==> src/rtl/drum_poll_pkg.sv <==
// Shared register map, field offsets and event-word layout for the drum pad scheduler.
// With DRUM_TIMESTAMP_EN defined, each stored event also carries a 16-bit timestamp.
package drum_poll_pkg;

    localparam logic [1:0] ADDR_EVENT  = 2'd0;
    localparam logic [1:0] ADDR_STATUS = 2'd1;
    localparam logic [1:0] ADDR_MASK   = 2'd2;
    localparam logic [1:0] ADDR_CTRL   = 2'd3;

    localparam int CTRL_EN_BIT    = 0;
    localparam int CTRL_FLUSH_BIT = 1;
    localparam int CTRL_DIV_LSB   = 16;
    localparam int STATUS_DEB_LSB = 8;
    localparam int STATUS_OVF_BIT = 24;

    localparam int EVT_IDX_W = 8;
    localparam int EVT_TS_W  = 16;
`ifdef DRUM_TIMESTAMP_EN
    localparam int EVT_W = EVT_IDX_W + EVT_TS_W;
`else
    localparam int EVT_W = EVT_IDX_W;
`endif

    typedef struct packed {
        logic [EVT_TS_W-1:0]  ts;
        logic [6:0]           rsvd;
        logic                 valid;
        logic [EVT_IDX_W-1:0] idx;
    } evt_word_t;

endpackage

==> src/rtl/drum_evt_fifo.sv <==
// Synchronous event FIFO with push, pop and flush; flush wins over both.
// DEPTH must be a power of two so the pointers wrap by overflow.
module drum_evt_fifo
    import drum_poll_pkg::*;
#(
    parameter int WIDTH = 8,
    parameter int DEPTH = 8
) (
    input  logic                     clk_i,
    input  logic                     reset_i,
    input  logic                     push_i,
    input  logic                     pop_i,
    input  logic                     flush_i,
    input  logic [WIDTH-1:0]         data_i,
    output logic [WIDTH-1:0]         data_o,
    output logic                     full_o,
    output logic                     empty_o,
    output logic [$clog2(DEPTH):0]   count_o
);

    localparam int AW = $clog2(DEPTH);

    logic [WIDTH-1:0] mem_q [DEPTH];
    logic [AW-1:0]    wr_ptr_q, wr_ptr_d, rd_ptr_q, rd_ptr_d;
    logic [AW:0]      count_q, count_d;
    logic             do_push_s, do_pop_s;

    assign full_o    = (count_q == (AW+1)'(DEPTH));
    assign empty_o   = (count_q == {(AW+1){1'b0}});
    assign count_o   = count_q;
    assign data_o    = mem_q[rd_ptr_q];
    assign do_push_s = push_i && !flush_i && (!full_o || pop_i);
    assign do_pop_s  = pop_i && !flush_i && !empty_o;

    // Pointer and occupancy next-state.
    always_comb begin
        wr_ptr_d = wr_ptr_q;
        rd_ptr_d = rd_ptr_q;
        count_d  = count_q;
        if (flush_i) begin
            wr_ptr_d = {AW{1'b0}};
            rd_ptr_d = {AW{1'b0}};
            count_d  = {(AW+1){1'b0}};
        end else begin
            wr_ptr_d = do_push_s ? wr_ptr_q + {{(AW-1){1'b0}}, 1'b1} : wr_ptr_q;
            rd_ptr_d = do_pop_s  ? rd_ptr_q + {{(AW-1){1'b0}}, 1'b1} : rd_ptr_q;
            case ({do_push_s, do_pop_s})
                2'b10:   count_d = count_q + {{AW{1'b0}}, 1'b1};
                2'b01:   count_d = count_q - {{AW{1'b0}}, 1'b1};
                default: count_d = count_q;
            endcase
        end
    end

    // Storage and pointer registers.
    always_ff @(posedge clk_i) begin
        if (reset_i) begin
            wr_ptr_q <= {AW{1'b0}};
            rd_ptr_q <= {AW{1'b0}};
            count_q  <= {(AW+1){1'b0}};
            for (int i = 0; i < DEPTH; i++) mem_q[i] <= {WIDTH{1'b0}};
        end else begin
            wr_ptr_q <= wr_ptr_d;
            rd_ptr_q <= rd_ptr_d;
            count_q  <= count_d;
            if (do_push_s) mem_q[wr_ptr_q] <= data_i;
        end
    end

endmodule

==> src/rtl/drum_hit_scheduler.sv <==
// Drum pad scanner: prescaled sampling, per-pad debounce, round-robin hit arbitration
// into an event FIFO, Avalon-MM register access. Optional timestamps: DRUM_TIMESTAMP_EN.
module drum_hit_scheduler
    import drum_poll_pkg::*;
#(
    parameter int          NUM_PADS    = 8,
    parameter int          FIFO_DEPTH  = 8,
    parameter int          DEB_SAMPLES = 4,
    parameter logic [15:0] DIV_RESET   = 16'h00FF
) (
    input  logic                clk,
    input  logic                reset,
    input  logic [1:0]          address,
    input  logic                chipselect,
    input  logic                read_n,
    input  logic                write_n,
    input  logic [31:0]         writedata,
    input  logic [NUM_PADS-1:0] in_port,
    output logic [31:0]         readdata,
    output logic                irq
);

    localparam int PTR_W = (NUM_PADS > 1) ? $clog2(NUM_PADS) : 1;
    localparam int CNT_W = $clog2(FIFO_DEPTH) + 1;

    logic                   enable_q, enable_d, overflow_q, overflow_d, irq_q, irq_d;
    logic [NUM_PADS-1:0]    mask_q, mask_d, pending_q, pending_d, deb_q, deb_d;
    logic [15:0]            scan_div_q, scan_div_d, presc_q, presc_d;
    logic [PTR_W-1:0]       rr_q, rr_d, grant_idx_s;
    logic [31:0]            readdata_q, readdata_d;
    logic [DEB_SAMPLES-1:0] hist_q [NUM_PADS];
    logic [DEB_SAMPLES-1:0] hist_d [NUM_PADS];

    logic                   rd_en_s, wr_en_s, ctrl_wr_s, flush_s, pop_s, tick_s;
    logic                   grant_v_s, push_req_s, drop_s, fifo_full_s, fifo_empty_s;
    logic [NUM_PADS-1:0]    hit_s, rot_s, grant_oh_s;
    logic [2*NUM_PADS-1:0]  dbl_s;
    logic [PTR_W:0]         sum_s;
    logic [CNT_W-1:0]       fifo_count_s;
    logic [EVT_W-1:0]       fifo_din_s, fifo_dout_s;
    evt_word_t              evt_word_s;
    logic                   unused_s;

    assign rd_en_s    = chipselect && !read_n;
    assign wr_en_s    = chipselect && !write_n;
    assign ctrl_wr_s  = wr_en_s && (address == ADDR_CTRL);
    assign flush_s    = ctrl_wr_s && writedata[CTRL_FLUSH_BIT];
    assign pop_s      = rd_en_s && (address == ADDR_EVENT) && !fifo_empty_s;
    assign tick_s     = enable_q && (presc_q == scan_div_q);
    assign push_req_s = grant_v_s && enable_q;
    assign drop_s     = push_req_s && !flush_s && fifo_full_s && !pop_s;
    assign readdata   = readdata_q;
    assign irq        = irq_q;
    assign unused_s   = ^{writedata, dbl_s[2*NUM_PADS-1:NUM_PADS]};

    // Rotating the pending vector by rr puts the search start at bit 0.
    assign dbl_s      = {pending_q, pending_q} >> rr_q;
    assign rot_s      = dbl_s[NUM_PADS-1:0];
    assign grant_oh_s = grant_v_s ? (NUM_PADS'(1'b1) << grant_idx_s) : {NUM_PADS{1'b0}};

    // Round-robin arbiter: first pending pad at or above rr, with wrap.
    always_comb begin
        grant_v_s   = 1'b0;
        grant_idx_s = {PTR_W{1'b0}};
        sum_s       = {(PTR_W+1){1'b0}};
        for (int k = 0; k < NUM_PADS; k++) begin
            if (!grant_v_s && rot_s[k]) begin
                grant_v_s = 1'b1;
                sum_s     = {1'b0, rr_q} + (PTR_W+1)'(k);
                if (sum_s >= (PTR_W+1)'(NUM_PADS)) begin
                    sum_s = sum_s - (PTR_W+1)'(NUM_PADS);
                end else begin
                    sum_s = sum_s;
                end
                grant_idx_s = sum_s[PTR_W-1:0];
            end else begin
                grant_v_s = grant_v_s;
            end
        end
    end

    // Debounce: state flips only once the whole sample history agrees.
    always_comb begin
        for (int i = 0; i < NUM_PADS; i++) begin
            hist_d[i] = hist_q[i];
            deb_d[i]  = deb_q[i];
            if (tick_s) begin
                hist_d[i] = (hist_q[i] << 1) | DEB_SAMPLES'(in_port[i]);
                if (&hist_d[i]) begin
                    deb_d[i] = 1'b1;
                end else if (~|hist_d[i]) begin
                    deb_d[i] = 1'b0;
                end else begin
                    deb_d[i] = deb_q[i];
                end
            end else begin
                hist_d[i] = hist_q[i];
            end
        end
    end

    assign hit_s = deb_d & ~deb_q & mask_q;

    // Control registers, prescaler, pending set, rr pointer, overflow and irq.
    always_comb begin
        enable_d   = enable_q;
        scan_div_d = scan_div_q;
        mask_d     = mask_q;
        presc_d    = presc_q;
        rr_d       = rr_q;
        overflow_d = overflow_q;
        if (ctrl_wr_s) begin
            enable_d   = writedata[CTRL_EN_BIT];
            scan_div_d = writedata[CTRL_DIV_LSB +: 16];
            presc_d    = 16'd0;
        end else if (tick_s) begin
            presc_d    = 16'd0;
        end else if (enable_q) begin
            presc_d    = presc_q + 16'd1;
        end else begin
            presc_d    = presc_q;
        end
        if (wr_en_s && (address == ADDR_MASK)) begin
            mask_d = writedata[NUM_PADS-1:0];
        end else begin
            mask_d = mask_q;
        end
        if (push_req_s) begin
            rr_d = (grant_idx_s == PTR_W'(NUM_PADS - 1)) ? {PTR_W{1'b0}}
                                                         : grant_idx_s + PTR_W'(1);
        end else begin
            rr_d = rr_q;
        end
        if (drop_s) begin
            overflow_d = 1'b1;
        end else if (wr_en_s && (address == ADDR_STATUS) && writedata[STATUS_OVF_BIT]) begin
            overflow_d = 1'b0;
        end else begin
            overflow_d = overflow_q;
        end
        if (!enable_q || flush_s) begin
            pending_d = {NUM_PADS{1'b0}};
        end else begin
            pending_d = (pending_q & ~grant_oh_s) | hit_s;
        end
        irq_d = enable_q && (fifo_count_s != {CNT_W{1'b0}});
    end

    // EVENT word view of the FIFO head; an empty FIFO reads as all zeros.
    always_comb begin
        evt_word_s = evt_word_t'(32'h0);
        if (!fifo_empty_s) begin
            evt_word_s.valid = 1'b1;
            evt_word_s.idx   = fifo_dout_s[EVT_IDX_W-1:0];
`ifdef DRUM_TIMESTAMP_EN
            evt_word_s.ts    = fifo_dout_s[EVT_W-1:EVT_IDX_W];
`endif
        end else begin
            evt_word_s.valid = 1'b0;
        end
    end

    // Registered read mux.
    always_comb begin
        readdata_d = readdata_q;
        if (rd_en_s) begin
            case (address)
                ADDR_EVENT:  readdata_d = evt_word_s;
                ADDR_STATUS: readdata_d = {7'd0, overflow_q, 16'(deb_q), 3'd0, 5'(fifo_count_s)};
                ADDR_MASK:   readdata_d = 32'(mask_q);
                ADDR_CTRL:   readdata_d = {scan_div_q, 14'd0, 1'b0, enable_q};
                default:     readdata_d = 32'h0;
            endcase
        end else begin
            readdata_d = readdata_q;
        end
    end

`ifdef DRUM_TIMESTAMP_EN
    logic [EVT_TS_W-1:0] ts_q;
    assign fifo_din_s = {ts_q, EVT_IDX_W'(grant_idx_s)};

    // Free-running timestamp, advances only while scanning is enabled.
    always_ff @(posedge clk) begin
        if (reset) ts_q <= 16'd0;
        else       ts_q <= enable_q ? ts_q + 16'd1 : ts_q;
    end
`else
    assign fifo_din_s = EVT_IDX_W'(grant_idx_s);
`endif

    // State registers.
    always_ff @(posedge clk) begin
        if (reset) begin
            enable_q   <= 1'b0;
            scan_div_q <= DIV_RESET;
            mask_q     <= {NUM_PADS{1'b0}};
            presc_q    <= 16'd0;
            rr_q       <= {PTR_W{1'b0}};
            overflow_q <= 1'b0;
            pending_q  <= {NUM_PADS{1'b0}};
            deb_q      <= {NUM_PADS{1'b0}};
            irq_q      <= 1'b0;
            readdata_q <= 32'h0;
            for (int i = 0; i < NUM_PADS; i++) hist_q[i] <= {DEB_SAMPLES{1'b0}};
        end else begin
            enable_q   <= enable_d;
            scan_div_q <= scan_div_d;
            mask_q     <= mask_d;
            presc_q    <= presc_d;
            rr_q       <= rr_d;
            overflow_q <= overflow_d;
            pending_q  <= pending_d;
            deb_q      <= deb_d;
            irq_q      <= irq_d;
            readdata_q <= readdata_d;
            for (int i = 0; i < NUM_PADS; i++) hist_q[i] <= hist_d[i];
        end
    end

    drum_evt_fifo #(
        .WIDTH (EVT_W),
        .DEPTH (FIFO_DEPTH)
    ) u_fifo (
        .clk_i   (clk),
        .reset_i (reset),
        .push_i  (push_req_s),
        .pop_i   (pop_s),
        .flush_i (flush_s),
        .data_i  (fifo_din_s),
        .data_o  (fifo_dout_s),
        .full_o  (fifo_full_s),
        .empty_o (fifo_empty_s),
        .count_o (fifo_count_s)
    );

endmodule

==> config.mk <==
export PLATFORM = sky130hd
export DESIGN_NAME = drum_hit_scheduler
export DESIGN_NICKNAME = d
export VERILOG_FILES = /design/src/rtl/drum_poll_pkg.sv /design/src/rtl/drum_evt_fifo.sv /design/src/rtl/drum_hit_scheduler.sv
export SDC_FILE = /design/constraint.sdc
export NUM_CORES = 1
export LEC_CHECK = 0
export BUFFER_PORTS_ARGS = -buffer_cell sky130_fd_sc_hd__clkbuf_2
export CORE_ASPECT_RATIO = 0.9
export CORE_MARGIN = 2
export CORE_UTILIZATION = 45
export DETAILED_ROUTE_END_ITERATION = 10
export PLACE_DENSITY_LB_ADDON = 0.08
export SETUP_SLACK_MARGIN = 0.05
export SYNTH_ARGS = -nofsm -noshare
export SYNTH_HDL_FRONTEND = slang
export SYNTH_SLANG_ARGS = --single-unit
==> constraint.sdc <==
create_clock -name clk -period 6.2 [get_ports clk]
set_clock_uncertainty 0.15 [all_clocks]
set_input_delay 0.31 -clock clk [delete_from_list [all_inputs] [get_ports clk]]
set_output_delay 0.31 -clock clk [all_outputs]
set_load 0.01 [all_outputs]
==> results of run 1 <==
sequential cells by signal (all words and copies together), names as in the netlist, named ones only:
register and count:
hist_q 24, u_fifo.mem_q 24, enable_q 1, scan_div_q 16, overflow_q 1, pending_q 8, u_fifo.count_o 4, mask_q 8
readdata 32, rr_q 3, presc_q 16, u_fifo.rd_ptr_q 3, deb_q 8, irq 1, u_fifo.wr_ptr_q 3
logic make-up (layout without fill, tap and decap cells):
| family | Yosys count | count (layout) |
|---|---|---|
| AO/OA/AOI/OAI | 140 | 140 |
| XOR/XNOR | 40 | 40 |
| adder cells (fa/ha/maj) | 14 | 14 |
| buffers and inverters | 56 | 147 |
| flip-flops | 155 | 155 |
| multiplexers | 47 | 47 |
| AND/OR/NAND/NOR | 362 | 362 |
tightest hold or removal path, cell delays in order:
cell	delay, ns
clkbuf_2	0.14
mux2i_1	0.09
nor2_1	0.07
path summary, 6_finish.rpt:
| kind | startpoint | end | slack [ns] | depth (start not counted) |
|---|---|---|---|---|
| max | rr_q[1]$_SDFFE_PP0N_ | u_fifo.count_o[2]$_SDFFE_PP0P_ | 1.78 | 14 |
| min | writedata[1] | mask_q[1]$_SDFFE_PP0P_ | 0.08 | 3 |
| max reg2reg | rr_q[1]$_SDFFE_PP0N_ | u_fifo.count_o[2]$_SDFFE_PP0P_ | 1.78 | 14 |
| min reg2reg | hist_q[0][10]$_SDFFE_PP0P_ | hist_q[0][10]$_SDFFE_PP0P_ | 0.32 | 2 |
through the flow:
step	cell area [um^2]	total power, mW
CTS	8740	2.20
floorplan	7390	1.11
finish	8740	2.17
detailed placement	7840	1.15
global route	8740	2.25
global placement	7840	1.14
per-layer routing:
| metal | part of all wire | vias to the layer above | wire length [um] | GRT usage |
|---|---|---|---|---|
| li1 | - | 3063 | - | - |
| met1 | 0.47 | 2943 | 8540 | 0.287 |
| met2 | 0.47 | 131 | 8530 | 0.338 |
| met3 | 0.042 | 14 | 761 | 0.0452 |
| met4 | 0.011 | 0 | 200 | 0.0553 |
| met5 | 0 | - | 0 | 0 |
power groups by stage:
stage / sequential, mW / combinational, mW / clock, mW
2_1_floorplan: 1.06 / 0.0471 / 0
3_3_place_gp: 1.07 / 0.0776 / 0
3_5_place_dp: 1.07 / 0.0793 / 0
4_1_cts: 1.04 / 0.0951 / 1.06
5_1_grt: 1.05 / 0.103 / 1.10
6_report: 1.04 / 0.0950 / 1.03
final cells by class:
cell class                 count  area share
timing repair buffer         105      0.0790
sequential                   155       0.383
tap                          207      0.0296
inverter                      10     0.00429
multi-input combinational    603       0.437
clock buffer                  20      0.0535
clock inverter                12      0.0142
placed cells by master (no fill, tap or decap), types with 14 or more instances in the layout:
cell type / Yosys / layout
dfxtp_1: 131 / 131
nand2_1: 121 / 121
nor2_1: 101 / 101
clkbuf_2: 0 / 70
a21oi_1: 61 / 61
nor3_1: 34 / 34
dlygate4sd3_1: 0 / 31
a22oi_1: 26 / 26
mux2i_1: 24 / 24
nand3_1: 24 / 24
xor2_1: 24 / 24
edfxtp_1: 24 / 24
clkbuf_16: 0 / 18
xnor2_1: 16 / 16
nor4_1: 15 / 14
ha_1: 14 / 14
==> impl_metrics.csv, run 1 <==
group,metric,value,unit
synth,synth_compound_area_frac,0.127,
clock_network,clkSinkCount,155,
synth,synth_edf_count,24,
synth,ys.flop_type,"dfxtp_1",
cells_and_area,syn_to_final_growth,18.3,%
global_route,grt_usage,0.209,
route,ant_nets,0,
clock_network,cts_root_buf,"clkbuf_16",
worst_hold_path,hp-class,"input port to flop",
timing,fin_crit_sh,0.712,
synth,synth_top_cell_by_area,"dfxtp_1",
power,ir_drop,0.000213,V
clock_network,post_cts_resize_count,0,
synth,synthXorXnorAreaFrac,0.0474,
timing,worst_pin_slew,1.23,ns
global_route,antenna_found_initial,0,
clock_network,path_clk_slew,0.06,ns
timing,slew_violations,0,
clock_network,htree_levels,4,
power,p_sw_frac,0.228,
die,start_util,0.460,
synth,postSynthCellCount,814,
global_route,grt_pass1_vias,5809,
timing,slew_headroom,0.175,
synth,yosys.area_share.simple,0.227,
global_route,grt_max_degree,107,
timing,hold_ws,0.0837,ns
synth,synth_cell_types,56,
route,via_per_inst,5.53,
place,dp_hpwl,12700,um
die,num_io_pins,80,
timing,setup_ws,1.78,ns
setup_path,cpLargestDelayFamily,"simple AND/OR/NAND/NOR gates",
route,avgRoutedWirePerCell,16.2,um
clock_network,clk_latency,0.42,ns
timing,rsz0062_at_grt,"false",
setup_path,worstPathRequired,6.34,ns
synth,synthMuxAreaShare,0.0902,
synth,synth_fa_ha_area_frac,0.0237,
setup_path,arrival,4.56,ns
power,power_leakage,3.20,nW
synth,synth_area,7390,um^2
setup_path,path_common_cell,"nor2_1",
cells_and_area,register_area,3340,um^2
timing,max_freq,226,MHz
synth,async_flop_share,0,
power,pwr_density_cell,249,nW/um^2
clock_network,cts_setup_buffers,0,
clock_network,clk_path_buf_depth,2,
setup_path,cp_slowest_stage_delay,0.84,ns
synth,ys_top_cells_by_count,"dfxtp_1, nand2_1, nor2_1, a21oi_1",
synth,synth_top_family_by_area,"simple AND/OR/NAND/NOR gates",
setup_path,cp_slowest_cell,"dfxtp_1",
cells_and_area,layout.cells.non_filler,1112,
clock_network,holdBufCountCts,31,
synth,synth.area.top_cells,"dfxtp_1, edfxtp_1, nand2_1",
die,rows,44,
timing,hold_violations,0,
synth,yosysTopAreaCellShare,0.355,
cells_and_area,final_util,0.544,
route,drc,0,
cells_and_area,multi_input_comb_area,3820,um^2
clock_network,cts_tree,"built",
timing,fin_crit,4.42,ns
outcome,status,"complete, no violations",
route,drt_pre_antenna_iters,4,
die,die-area,17500,um^2
job,drv_cap,0,
route,wirelength,18000,um
place,dp_cells,1049,
route,num_vias,6151,
setup_path,start_kind,"flop",
synth,syn_nets,875,
global_route,grt_pass1_wl,29600,um
synth,yosysSeqAreaShare,0.452,
power,power.share.clock,0.475,
setup_path,crit_type,"flop to flop",
setup_path,end_kind,"flop",
cells_and_area,antennaDiodeCount,0,
setup_path,path_buf_inv,1,
die,die_w,139,um
cells_and_area,filler_cell_count,1450,
place,gp_congestion,0.836,
place,io_buffers,71,
setup_path,crit_fanout,17,
place,dp_worst_setup_slack,1.76,ns
global_route,overflow,0,
die,fp.dieH,126,um
clock_network,numCtsBuffers,17,
timing,finalSetupTns,0,ns
cells_and_area,drive_above_1_share,0.144,
power,seqPwrFrac,0.481,
timing,setup_viol,0,
cells_and_area,nets,953,
synth,yosys.cell_count.top_type,"dfxtp_1",
synth,ys.warnings.count,0,
setup_path,crit_chain,"mux4_1 > nor2_1 > and3_1 > nand3_1 > and4b_1 > inv_2 > ha_1 > xor2_1 > ha_1 > a21oi_1 > xor2_1 > nor2_1 > xnor2_1 > nor2_1",
die,coreArea,16100,um^2
power,pwr-share-comb,0.044,
power,intPower,1.68,mW
power,p_switching,0.496,mW
synth,ys_ff_latch,155,
route,drt_iter0_drc,347,
synth,postSynthAreaPerCell,9.08,um^2
Power figures use the tool's default switching activity.
==> run 2, diff against run 1 <==
Clock period 6.2 ns to 3.7 ns, I/O delays scaled along.
==> run 2 against run 1 <==
Die area stayed put. Global-route usage increased by 0.57 points. Core utilization increased by 1.2 points. Worst hold slack got worse by 0.016 ns. Clock power is 79% higher. Register-to-register slack lost 1.5 ns. Total power rose by 73%. Final cell count is 1.7% higher. First-iteration DRC count is 11% higher. Design area grew 2.2%. Critical endpoint unchanged.
==> impl_metrics.csv, run 2 (synthesized netlist as in run 1, its figures left out) <==
group,metric,value,unit
outcome,status,"complete, no violations",
clock_network,clk_path_buf_depth,2,
power,pwr_density_cell,420,nW/um^2
setup_path,path_buf_inv,1,
cells_and_area,nets,972,
worst_hold_path,whs_path_depth,4,
setup_path,r2r_slack,0.31,ns
global_route,grt_pass1_wl,30200,um
setup_path,start_kind,"flop",
power,power,3.75,mW
power,p_switching,0.849,mW
die,start_util,0.460,
die,die_w,139,um
timing,fin_crit_sh,0.916,
setup_path,crit_chain,"mux4_1 > mux2i_4 > and2_1 > nand3_1 > and4b_1 > inv_2 > ha_2 > xor2_1 > ha_1 > a21oi_1 > xor2_1 > nor2_1 > xnor2_1 > nor2_1",
worst_hold_path,hp-class,"input port to flop",
global_route,grt_max_degree,107,
power,p_sw_frac,0.226,
cells_and_area,filler_cell_count,1444,
timing,setup_viol,0,
clock_network,clk_latency,0.43,ns
place,dp_worst_setup_slack,0.210,ns
setup_path,worst_r2r_startpoint,"rr_q[0]$_SDFFE_PP0N_",
cells_and_area,syn_to_final_growth,20.8,%
global_route,grt_usage,0.215,
place,io_buffers,71,
timing,rsz0062_at_grt,"false",
timing,max_freq,295,MHz
setup_path,cp_slowest_stage_delay,0.65,ns
clock_network,htree_levels,4,
clock_network,clkSinkCount,155,
route,drc,0,
timing,worst_pin_slew,1.26,ns
power,power_leakage,3.30,nW
worst_hold_path,hp-start,"read_n",
place,dp_cells,1065,
clock_network,cts_setup_buffers,0,
cells_and_area,largest_register_ffs,32,
timing,slew_headroom,0.160,
cells_and_area,layout.cells.non_filler,1131,
power,ir_drop,0.000333,V
setup_path,crit_fanout,7,
global_route,grt_pass1_vias,6092,
die,coreArea,16100,um^2
clock_network,cts_root_buf,"clkbuf_16",
route,wirelength,18600,um
route,drt_iter0_drc,384,
die,num_io_pins,80,
timing,finalSetupTns,0,ns
route,drt_pre_antenna_iters,5,
setup_path,reg2reg_depth,14,
power,pwr-share-comb,0.043,
cells_and_area,final_common_cell,"dfxtp_1",
route,ant_nets,0,
power,power.share.clock,0.490,
timing,setup_ws,0.310,ns
setup_path,cpLargestDelayFamily,"multiplexers",
setup_path,end_kind,"flop",
worst_hold_path,hold_end,"readdata[0]$_SDFFE_PP0P_",
cells_and_area,drive_above_1_share,0.163,
timing,fin_crit,3.39,ns
timing,hold_violations,0,
route,num_vias,6266,
global_route,antenna_found_initial,0,
place,dp_hpwl,13100,um
setup_path,worstPathRequired,3.85,ns
setup_path,cp_slowest_cell,"mux4_1",
global_route,overflow,0,
clock_network,cts_tree,"built",
place,gp_congestion,0.813,
die,rows,44,
cells_and_area,antennaDiodeCount,0,
setup_path,reg2reg_to,"u_fifo.count_o[2]$_SDFFE_PP0P_",
route,avgRoutedWirePerCell,16.5,um
cells_and_area,final_cell_mix,"dfxtp_1, nand2_1, nor2_1",
die,die-area,17500,um^2
clock_network,numCtsBuffers,17,
route,via_per_inst,5.54,
job,drv_cap,0,
setup_path,crit_type,"flop to flop",
die,fp.dieH,126,um
timing,slew_violations,0,
power,seqPwrFrac,0.467,
setup_path,arrival,3.54,ns
clock_network,path_clk_slew,0.06,ns
power,intPower,2.90,mW
run 2: cell count changes in the layout (fill, tap and decap cells not counted), moves of 2 or more:
cell,change
inv_4,-2
inv_6,-2
buf_4,+16
dlygate4sd3_1,+3
bufinv_16,+2
dfxtp_1,-2
clkinv_4,+3
dfxtp_2,+2
run 2: metrics by stage:
| stage | area (um^2) | hold slack [ns] | utilization |
|---|---|---|---|
| after floorplan | 7390 | 0.159 | - |
| after global placement | 7960 | 0.250 | 0.495 |
| after detailed placement | 7960 | 0.252 | 0.495 |
| after CTS | 8920 | 0.0687 | 0.555 |
| after global routing | 8930 | 0.0592 | 0.555 |
| final | 8930 | 0.0673 | 0.555 |
run 2: worst min-delay path: stages:
cell and delay (ns):
clkbuf_2 0.10, nor2b_1 0.14, nor2_1 0.12, nor3_1 0.05
run 2: worst max path at each step:
stage                                     from                        endpoint  slack, ns  cells past startpoint
after CTS                 rr_q[0]$_SDFFE_PP0N_  u_fifo.count_o[2]$_SDFFE_PP0P_       0.19                     14
after floorplan           rr_q[0]$_SDFFE_PP0N_  u_fifo.count_o[2]$_SDFFE_PP0P_       0.17                     16
final                     rr_q[0]$_SDFFE_PP0N_  u_fifo.count_o[2]$_SDFFE_PP0P_       0.31                     14
after global placement    rr_q[1]$_SDFFE_PP0N_  u_fifo.count_o[2]$_SDFFE_PP0P_       0.30                     14
after global routing      rr_q[0]$_SDFFE_PP0N_  u_fifo.count_o[2]$_SDFFE_PP0P_       0.11                     14
after detailed placement  rr_q[0]$_SDFFE_PP0N_  u_fifo.count_o[2]$_SDFFE_PP0P_       0.21                     14
run 2: power groups by stage:
stage	Sequential, mW	Clock (mW)	Combinational, mW
final	1.75	1.84	0.163
after floorplan	1.78	0	0.0790
after CTS	1.75	1.86	0.163
after global placement	1.79	0	0.131
after detailed placement	1.79	0	0.134
after global routing	1.75	1.94	0.178
run 2: layout make-up:
cell class | instances | area, um^2 | share of cell area
clock buffer | 18 | 439 | 0.0492
tap | 207 | 259 | 0.0290
multi-input combinational | 603 | 3820 | 0.428
timing repair buffer | 124 | 841 | 0.0942
inverter | 10 | 37.5 | 0.00420
clock inverter | 14 | 185 | 0.0207
sequential | 155 | 3350 | 0.375
run 2: per-layer routing:
layer  wire (um)  share of wire  vias up  track usage
met5           0              0        -            0
met1        8750           0.47     3021        0.288
met3         726          0.039       20       0.0517
met2        8900           0.48      125        0.353
met4         235          0.013        0       0.0541
li1            -              -     3100            -
run 2: repair_timing:
action	4_1_cts	5_1_grt
hold buffers	34	0
setup endpoints to repair	0	2
resized for setup	0	4
hold endpoints to repair	38	0
==> run 3, diff against run 2 <==
Settings changed: CORE_ASPECT_RATIO 0.9 to 0.6, PLACE_DENSITY_LB_ADDON 0.08 to 0.2.
==> run 3 against run 2 <==
Combinational power about the same. Final cell count increased by 0.88%. Sequential power about the same. Design area increased by 0.46%. Sequential share of layout area decreased by 0.16 points. Core utilization increased by 0.084 points. Global-route usage increased by 1.2 points. Critical path depth unchanged. Via count about the same. Fmax decreased by 1.7%. Register-to-register slack got worse by 0.06 ns. Critical path type unchanged. Critical endpoint unchanged. Largest cell class unchanged. Largest power group unchanged.
==> impl_metrics.csv, run 3 (synthesized netlist as in run 1, its figures left out) <==
group,metric,value,unit
route,num_vias,6263,
cells_and_area,syn_to_final_growth,21.4,%
place,placed_area,8020,um^2
cells_and_area,antennaDiodeCount,0,
route,ant_nets,0,
clock_network,clk_path_buf_depth,2,
timing,setup_ws,0.253,ns
setup_path,crit_fanout,4,
setup_path,start_kind,"flop",
power,power.share.clock,0.480,
timing,finalSetupTns,0,ns
clock_network,clkSinkCount,155,
power,pwr_density_cell,410,nW/um^2
cells_and_area,nets,980,
global_route,grt_usage,0.227,
cells_and_area,filler_cell_count,1455,
timing,fin_crit_sh,0.932,
timing,slew_headroom,0.314,
cells_and_area,final_common_cell,"dfxtp_1",
setup_path,worstPathRequired,3.85,ns
global_route,overflow,0,
timing,rsz0062_at_grt,"false",
timing,slew_violations,0,
setup_path,crit_type,"flop to flop",
worst_hold_path,hp-class,"input port to flop",
cells_and_area,drive_above_1_share,0.167,
die,num_io_pins,80,
route,drt_iter0_drc,487,
place,io_buffers,71,
route,drt_pre_antenna_iters,6,
place,dp_worst_setup_slack,0.136,ns
power,p_switching,0.804,mW
route,via_per_inst,5.49,
power,p_sw_frac,0.218,
clock_network,cts_tree,"built",
timing,fin_crit,3.45,ns
clock_network,cts_root_buf,"clkbuf_16",
power,power_leakage,3.33,nW
clock_network,numCtsBuffers,17,
power,ir_drop,0.000437,V
place,dp_cells,1075,
outcome,status,"complete, no violations",
cells_and_area,layout.cells.non_filler,1141,
clock_network,htree_levels,4,
cells_and_area,largest_register_ffs,32,
die,coreArea,16100,um^2
route,avgRoutedWirePerCell,16.7,um
die,die_w,169,um
route,wirelength,19000,um
clock_network,path_clk_slew,0.07,ns
die,fp.dieH,103,um
cells_and_area,final_cell_area,8970,um^2
clock_network,clk_latency,0.42,ns
global_route,grt_pass1_vias,5696,
setup_path,end_kind,"flop",
global_route,grt_pass1_wl,30700,um
place,gp_congestion,0.913,
timing,hold_violations,0,
cells_and_area,final_cell_mix,"dfxtp_1, nand2_1, nor2_1",
timing,setup_viol,0,
timing,worst_pin_slew,1.03,ns
die,die-area,17500,um^2
timing,hold_ws,0.0235,ns
setup_path,arrival,3.60,ns
power,pwr-share-comb,0.045,
route,drc,0,
power,intPower,2.88,mW
power,seqPwrFrac,0.476,
place,dp_hpwl,13400,um
die,start_util,0.458,
die,rows,36,
global_route,antenna_found_initial,0,
job,drv_cap,0,
global_route,grt_max_degree,57,
timing,max_freq,290,MHz
run 3: critical path, cell delays in order (launching register included):
cell	delay (ns)
dfxtp_1	0.42
mux4_1	0.70
mux2_2	0.32
nor2_1	0.17
nand3_1	0.21
and4b_1	0.30
inv_2	0.07
ha_1	0.17
xor2_1	0.16
ha_1	0.16
a21oi_1	0.04
xor2_1	0.14
nor2_1	0.13
xnor2_1	0.13
nor2_1	0.05
run 3: through the flow:
step	total power, mW	utilization
2_1_floorplan	1.86	-
3_3_place_gp	1.92	0.497
3_5_place_dp	1.92	0.497
4_1_cts	3.70	0.555
5_1_grt	3.80	0.556
6_report	3.68	0.556
run 3: repair_timing:
item / 4_1_cts / 5_1_grt
buffers inserted: 0 / 1
hold endpoints to repair: 37 / 0
hold buffers: 33 / 0
endpoints found under the setup margin: 0 / 11
gates resized for setup: 0 / 3
run 3: per-layer routing:
metal  vias to the layer above  global-route usage  share of wire
met4                         0              0.0638          0.011
met2                       188               0.318           0.40
met1                      2957               0.351           0.53
met3                        15              0.0445          0.060
met5                         -                   0              0
li1                       3103                   -              -
run 3: final timing paths:
| kind | start | to | slack (ns) | depth (start not counted) |
|---|---|---|---|---|
| min reg2reg | readdata[24]$_SDFFE_PP0P_ | readdata[24]$_SDFFE_PP0P_ | 0.30 | 2 |
| max | rr_q[1]$_SDFFE_PP0N_ | u_fifo.count_o[2]$_SDFFE_PP0P_ | 0.25 | 14 |
| min | write_n | overflow_q$_SDFFE_PP0P_ | 0.02 | 5 |
| max reg2reg | rr_q[1]$_SDFFE_PP0N_ | u_fifo.count_o[2]$_SDFFE_PP0P_ | 0.25 | 14 |
run 3: final cells by class:
class,count,area [um^2],share of cell area
multi-input cells,603,3830,0.426
flip-flops and latches,155,3350,0.373
repair buffers,132,898,0.100
clock buffers,23,489,0.0545
well taps,209,262,0.0291
clock inverters,9,111,0.0124
inverters,10,37.5,0.00418
run 3: power groups by stage:
stage               combinational, mW  clock (mW)  sequential, mW
global placement                0.135           0            1.79
floorplan                      0.0790           0            1.78
detailed placement              0.136           0            1.79
finish                          0.164        1.77            1.75
CTS                             0.164        1.78            1.75
global route                    0.180        1.86            1.75
